`config.mk`:
```
export PLATFORM = sky130hd
export DESIGN_NAME = spi_mport
export DESIGN_NICKNAME = d
export VERILOG_FILES = /design/src/rtl/spi_mport.sv
export SDC_FILE = /design/constraint.sdc
export NUM_CORES = 1
export LEC_CHECK = 0
export BUFFER_PORTS_ARGS = -buffer_cell sky130_fd_sc_hd__buf_2
export CAP_MARGIN = 10
export CORE_MARGIN = 8
export CORE_UTILIZATION = 50
export CTS_CLUSTER_DIAMETER = 60
export DETAILED_ROUTE_END_ITERATION = 12
export GPL_ROUTABILITY_DRIVEN = 0
export HOLD_SLACK_MARGIN = 0.12
export PLACE_DENSITY = 0.75
export SLEW_MARGIN = 5
export SYNTH_ARGS = -nofsm -noshare
export SYNTH_HDL_FRONTEND = slang
export SYNTH_SLANG_ARGS = --single-unit
```
`constraint.sdc`:
```
create_clock -name clk_i -period 3.35 [get_ports clk_i]
set_clock_uncertainty 0.1 [all_clocks]
set_input_delay 0.335 -clock clk_i [delete_from_list [all_inputs] [get_ports clk_i]]
set_output_delay 0.335 -clock clk_i [all_outputs]
set_load 0.01 [all_outputs]
```
`src/rtl/spi_mport.sv`:
```
// spi_mport: multi-device SPI master with per-request device select,
// transfer length and clock polarity. One transfer in flight at a time,
// start/ready/done handshake on the host side.
//
// state   | meaning
// --------+----------------------------------------------------------
// S_IDLE  | ready high, waiting for start
// S_LEAD  | CS asserted, SCK idle, first SDI bit presented (GAP cycles)
// S_SHIFT | n bits, HALF cycles at idle level then HALF at active level
// S_TAIL  | CS hold after the last trailing edge (GAP cycles)
// S_RECOV | CS all high recovery before accepting again (GAP cycles)

module spi_mport #(
    parameter int NCS  = 4,
    parameter int CSW  = 2,
    parameter int DW   = 32,
    parameter int NBW  = 6,
    parameter int HALF = 4,
    parameter int GAP  = 2
) (
    input  logic           clk_i,
    input  logic           rst_i,
    input  logic           start_i,
    output logic           ready_o,
    input  logic [CSW-1:0] cs_sel_i,
    input  logic [NBW-1:0] nbits_i,
    input  logic           cpol_i,
    input  logic [DW-1:0]  wdata_i,
    output logic [DW-1:0]  rdata_o,
    output logic           done_o,
    output logic           sck_o,
    output logic           sdi_o,
    output logic [NCS-1:0] cs_o,
    input  logic [NCS-1:0] sdo_i
);

    localparam int CNT_MAX = (HALF > GAP) ? HALF : GAP;
    localparam int CW      = (CNT_MAX < 2) ? 1 : $clog2(CNT_MAX);

    typedef enum logic [2:0] {
        S_IDLE,
        S_LEAD,
        S_SHIFT,
        S_TAIL,
        S_RECOV
    } state_t;

    state_t         state_q;
    logic [CW-1:0]  cnt_q;
    logic [NBW-1:0] bits_q;
    logic           half_q;
    logic           cpol_q;
    logic [CSW-1:0] sel_q;
    logic [DW-1:0]  tx_q;
    logic [DW-1:0]  rx_q;
    logic [DW-1:0]  rdata_q;
    logic           done_q;
    logic           ready_q;
    logic           sck_q;
    logic [NCS-1:0] cs_q;

    logic [NBW-1:0] nbits_d;
    logic [NCS-1:0] cs_d;
    logic           sdo_d;

    // Request decode: clamp the length, build the active-low select and
    // pick the return line of the latched device (0 for a nonexistent one).
    always_comb begin
        nbits_d = (nbits_i > NBW'(DW)) ? NBW'(DW) : nbits_i;
        cs_d    = '1;
        sdo_d   = 1'b0;
        for (int i = 0; i < NCS; i++) begin
            if (cs_sel_i == CSW'(i)) cs_d[i] = 1'b0;
            if (sel_q == CSW'(i))    sdo_d   = sdo_i[i];
        end
    end

    // Sequencer: all pin-facing outputs are registered here.
    always_ff @(posedge clk_i) begin
        if (rst_i) begin
            state_q <= S_IDLE;
            cnt_q   <= '0;
            bits_q  <= '0;
            half_q  <= 1'b0;
            cpol_q  <= 1'b0;
            sel_q   <= '0;
            tx_q    <= '0;
            rx_q    <= '0;
            rdata_q <= '0;
            done_q  <= 1'b0;
            ready_q <= 1'b1;
            sck_q   <= 1'b0;
            cs_q    <= '1;
        end else begin
            done_q <= 1'b0;
            case (state_q)
                S_IDLE: begin
                    if (start_i) begin
                        state_q <= S_LEAD;
                        ready_q <= 1'b0;
                        sel_q   <= cs_sel_i;
                        cpol_q  <= cpol_i;
                        sck_q   <= cpol_i;
                        bits_q  <= nbits_d;
                        // Left-justify so the first bit sits at the MSB;
                        // a zero length shifts everything out.
                        tx_q    <= wdata_i << (DW - int'(nbits_d));
                        rx_q    <= '0;
                        cs_q    <= cs_d;
                        cnt_q   <= CW'(GAP - 1);
                    end
                end
                S_LEAD: begin
                    if (cnt_q != '0) begin
                        cnt_q <= cnt_q - 1'b1;
                    end else if (bits_q == '0) begin
                        state_q <= S_TAIL;
                        cnt_q   <= CW'(GAP - 1);
                    end else begin
                        state_q <= S_SHIFT;
                        half_q  <= 1'b0;
                        cnt_q   <= CW'(HALF - 1);
                    end
                end
                S_SHIFT: begin
                    if (cnt_q != '0) begin
                        cnt_q <= cnt_q - 1'b1;
                    end else if (!half_q) begin
                        // Leading edge: capture the device bit.
                        sck_q  <= ~cpol_q;
                        rx_q   <= {rx_q[DW-2:0], sdo_d};
                        half_q <= 1'b1;
                        cnt_q  <= CW'(HALF - 1);
                    end else begin
                        // Trailing edge: advance SDI to the next bit.
                        sck_q  <= cpol_q;
                        tx_q   <= tx_q << 1;
                        half_q <= 1'b0;
                        bits_q <= bits_q - 1'b1;
                        if (bits_q == NBW'(1)) begin
                            state_q <= S_TAIL;
                            cnt_q   <= CW'(GAP - 1);
                        end else begin
                            cnt_q   <= CW'(HALF - 1);
                        end
                    end
                end
                S_TAIL: begin
                    if (cnt_q != '0) begin
                        cnt_q <= cnt_q - 1'b1;
                    end else begin
                        state_q <= S_RECOV;
                        cs_q    <= '1;
                        done_q  <= 1'b1;
                        rdata_q <= rx_q;
                        cnt_q   <= CW'(GAP - 1);
                    end
                end
                S_RECOV: begin
                    if (cnt_q != '0) begin
                        cnt_q <= cnt_q - 1'b1;
                    end else begin
                        state_q <= S_IDLE;
                        ready_q <= 1'b1;
                    end
                end
                default: begin
                    state_q <= S_IDLE;
                    ready_q <= 1'b1;
                    cs_q    <= '1;
                end
            endcase
        end
    end

    assign ready_o = ready_q;
    assign done_o  = done_q;
    assign rdata_o = rdata_q;
    assign sck_o   = sck_q;
    assign sdi_o   = tx_q[DW-1];
    assign cs_o    = cs_q;

endmodule
```
[Word level (Yosys, flattened, before mapping)]
Index checks and enable logic that the tools add are counted.
Storage, ports and cells
  register bits after elaboration: 118
  input port bits: 48
  output and inout bits: 40
  logic and storage cells: 120
Cells by class
  $add $sub $neg: 3
  order comparisons: 1
  equal/unequal tests: 21
  shift-type cells: 1
  multiplexer cells: 55
  bitwise gates (word level): 5
  reductions and logical operators: 21
Operator list (number)
  $mux W32: 6
  $pmux W32 S2: 2
  $shl A32 B32 Y32: 1
  $mux W6: 4
  $mux W3: 7
  $ne A2 B2 Y1 const B: 10
  $mux W1: 19
  $mux W2: 8
  $pmux W3 S5: 1
  $pmux W4 S3: 1
  $pmux W6 S2: 1
  $reduce_and A3 Y1: 4
  $reduce_and A4 Y1: 3
  $pmux W2 S5: 1
  $eq A2 B2 Y1 const B: 4
  $mux W4: 2
  $reduce_and A7 Y1: 1
  $sub A6 B6 Y7 const A: 1
  $eq A3 B2 Y1 const B: 2
  $eq A6 B1 Y1 const B: 1
  $gt A6 B6 Y1 const B: 1
  $logic_not A6 Y1: 1
  $reduce_bool A2 Y1: 3
  $reduce_or A3 Y1: 2
  13 further kinds: 21

[Longest topological paths before layout]
  depth after elaboration: 8
  mapped depth: 16
  depth with buffers taken out: 9

[Worst setup path before layout]
No wires, ideal clock.
  path type: in2reg
  start point: in nbits_i[0]
  end point: reg tx_q[28]
  library setup time: 133 ps
  arrival time: 3114 ps
  data required time: 3117 ps
  slack: 4 ps
  cell stages on the path: 14
  buffers on the path: 5
  cell sequence: buf_2 -> nor2b_1 -> buf_2 -> inv_2 -> buf_2 -> ha_1 -> buf_2 -> or3b_1 -> and3_4 -> buf_6 -> mux2_1 -> mux4_2 -> a211oi_2 -> a211oi_1
On the way
  longest elaborated chain between the ends: 6
RTL lines
  from (decl): RTL line 26  | input logic [NBW-1:0] nbits_i,
  $gt A6 B6 Y1: RTL line 69  | nbits_d = (nbits_i > NBW'(DW)) ? NBW'(DW) : nbits_i;
  $mux W6 *: RTL line 69
  $sub A6 B6 Y7 *: RTL line 107  | tx_q <= wdata_i << (DW - int'(nbits_d));
  $shl A32 B32 Y32 *: RTL line 107
  $mux W32 *: RTL line 98  | if (start_i) begin
  $pmux W32 S2 *: RTL line 96  | case (state_q)
  to (signal assigned): RTL line 107
  to (signal assigned): RTL line 137  | tx_q <= tx_q << 1;
  to (decl): RTL line 54  | logic [DW-1:0] tx_q;
Mark *: on every way between the ends. The rest lies on a longest branch, timed or not. The select of a mux whose other input is x is not followed.
A chain may end at the register's enable or synchronous reset.

[Worst setup path in the final report]
Same ends and word-level chain as after synthesis.

==> key figures <==
Clock network
  • # hold bufs at CTS: 1
  • CTS tree: done
  • Clock sink count: 118
  • Htree depth: 4
  • Post-CTS sizing: 0
  • CTS root buffer: clkbuf_16
  • Worst skew pair latency: 0.41 ns
  • CTS buffer count: 17
  • Register clock-pin slew on the reported worst setup and hold paths: 0.06 ns
  • Post-CTS Setup Bufs: 0
  • CTS Buffer Depth: 2

Route
  • Drt drc: 0
  • Antenna viol nets, final: 0
  • DR WL/cell: 18.0 um
  • Routed vias/inst: 6.29
  • Final wirelength: 20900 um
  • Pre-antenna DRT Iters: 6
  • 1st-iter DRT viols: 777
  • Via Count: 7286

Worst setup path
  • Kind of critical path: primary input to register
  • Reg2reg start: state_q[2]
  • Critical Path Start: nbits_i[0]
  • Worst reg2reg endpoint: tx_q[13]
  • Worst-path cell chain: buf_2 -> nor2b_2 -> inv_2 -> ha_1 -> buf_4 -> nand2b_1 -> a31oi_1 -> a2111oi_0 -> buf_4 -> a2111oi_0 -> buf_4 -> a211oi_2 -> a211oi_1
  • Setup crit start kind: primary input
  • Worst setup path endpoint: tx_q[28]
  • Critical Path Stages: 13
  • Slowest stage cell, crit path: a2111oi_0
  • CP Max Fanout: 27
  • Cell family with most CP delay: compound AO/OA/AOI/OAI gates
  • Most frequent CP cell: buf_4
  • WP data required: 3.57 ns
  • Data arrival time of the critical path: 3.15 ns
  • Buf/Inv on CP: 5
  • CP endpoint kind: register
  • CP peak stage delay: 0.53 ns
  • Worst Reg-to-Reg Cells: 7
  • Worst reg-to-reg setup slack: 0.66 ns

Logic synthesis
  • Net count after synthesis: 958
  • Post-synthesis cell area: 7140 um2
  • Yosys top cell area share: 0.331
  • Seq/Total Area, Yosys: 0.331
  • Syn avg cell area: 7.90 um2
  • Top cells by area, synth: dfxtp_1 (33%), nand2_1 (6.7%), nor2_1 (5.7%)
  • Yosys cell types: 71
  • Commonest cells post-synth: nand2_1 (128), dfxtp_1 (118), nor2_1 (109)
  • Top_reg_cell synth: dfxtp_1
  • Post-synth EDFFs: 0
  • XOR/XNOR Fraction of Synth Area: 0.00613
  • Yosys reg bits: 118
  • Area leader, netlist: dfxtp_1
  • Simple-Gate Fraction of Synth Area: 0.215
  • Most frequent cell after synthesis: nand2_1
  • Post-synthesis compound-gate area fraction: 0.261
  • Post-synthesis cell count: 904
  • Syn. warnings: 0
  • Largest family of logic cells by synthesized area: compound AO/OA/AOI/OAI gates
  • Synth Area in Adders: 0.0105
  • Mux share of post-synthesis cell area: 0.120
  • Fraction of registers with async set or reset after synthesis: 0

Global route
  • First-pass GRT wire length: 34200 um
  • Number of global-route vias before repair: 6689
  • Largest net degree at the start of global routing: 59
  • Total grt overflow: 0
  • GR Util All Layers: 0.225
  • Initial antenna violation count: 0

Power
  • LEAKAGE: 3.26 nW
  • Pwr/cell area: 590 nW/um2
  • Total power: 4.95 mW
  • Peak VDD IR: 0.000367 V

Finish
  • Layout cell share with drive strength beyond 1: 0.202
  • Non-filler cells, final: 1159
  • Filler cells: 1232
  • ANT cells: 0
  • Area Overhead vs Synth: 17.7%
  • Final Util: 0.603
  • Post-layout net count: 1020

STA
  • Final Worst Setup Slack: 0.417 ns
  • RSZ-0062 raised after global routing: false
  • Endpoints failing setup: 0
  • Setup Total Neg Slack: 0 ns
  • Max Slew Vio Count: 0
  • Final period util: 0.875
  • Final Hold Fails: 0
  • Max_slew headroom: 0.330
  • Least-Margin Pin Slew: 1.00 ns
  • Max Fclk: 0.341 GHz
  • Min cycle time layout: 2.93 ns

Status
  • Status: finished clean

Placed design
  • Pre-CTS WS: 0.111 ns
  • Port buffer count: 87
  • Placed Cells: 1126
  • Post-DP HPWL: 14300 um

Die
  • Area of the core: 13900 um2
  • Total Die Area: 18400 um2
  • Row Count: 43
  • Die Y: 135 um
  • Top-level I/O count: 88
  • Starting Density: 0.512
  • Chip width: 135 um

Worst hold path
  • HP Start: cs_sel_i[1]
  • Hold/Removal Path Class: primary input to register

Run
  • Max-Cap Viols: 0
==> per-layer routing <==
metal | share of wire | vias to the layer above | global-route usage
met5 | 0 | - | 0
met4 | 0.025 | 0 | 0.0790
met3 | 0.093 | 43 | 0.0453
met2 | 0.45 | 403 | 0.338
met1 | 0.43 | 3363 | 0.314
li1 | - | 3477 | -
==> layout by cell type, fill, tap and decap left out, types with 16 or more instances in the layout <==
master     count
buf_2         86
nor3_1        31
clkbuf_16     17
a211oi_1      18
dfxtp_1      118
nor2_1       108
a21oi_1       68
a22oi_1       40
mux4_2        16
mux2i_1       35
a221oi_1      25
o21ai_0       26
nand3_1       28
buf_4         37
nand2_1      128
==> state kept, by name, summed over array words and instances (netlist names) <==
name / flops
half_q: 1
bits_q: 6
rdata_o: 32
sck_o: 1
tx_q: 32
rx_q: 32
sel_q: 2
cpol_q: 1
state_q: 3
cs_o: 4
done_o: 1
cnt_q: 2
ready_o: 1
==> report_power, final <==
group	total, mW	internal (mW)	switching, mW
combinational	1.42	0.534	0.889
sequential	1.63	1.53	0.103
clock	1.90	1.22	0.677
==> kinds of logic (layout without fill, tap and decap cells) <==
group                    count (synthesis)  count (layout)
AO/OA/AOI/OAI                          270             270
XOR/XNOR                                 5               5
multiplexers                            64              64
AND/OR/NAND/NOR                        346             346
flip-flops                             118             118
buffers and inverters                   95             170
adder cells (fa/ha/maj)                  6               6
==> area by class of cell <==
class	count	area, um2	share of cell area
Inverter	13	48.8	0.00581
Clock buffer	19	453	0.0539
Sequential cell	118	2360	0.281
Tap cell	180	225	0.0268
Multi-Input combinational cell	691	4400	0.524
Timing Repair Buffer	125	738	0.0879
Clock inverter	13	170	0.0203
==> worst reg2reg max path, stage by stage, from the launching register on <==
cell	delay, ns
dfxtp_1	0.41
buf_4	0.22
nor3b_2	0.52
a21oi_1	0.13
o21ai_1	0.39
nor2_1	0.30
a221oi_1	0.36
a211oi_1	0.11
==> stage by stage <==
step                hold WS, ns  cell area (um2)
floorplan                 0.332             7140
global placement          0.339             7770
detailed placement        0.344             7770
CTS                       0.125             8400
global route              0.176             8400
finish                    0.129             8400
==> worst min-delay path by stage <==
stage / endpoint / slack (ns) / cells past startpoint
detailed placement: rdata_o[10] / 0.34 / 2
finish: sel_q[1] / 0.13 / 3
global route: sel_q[1] / 0.18 / 3
CTS: sel_q[1] / 0.12 / 3
global placement: rdata_o[1] / 0.34 / 2
floorplan: rdata_o[31] / 0.33 / 2
Note: power is estimated with default switching activity, not from simulation.
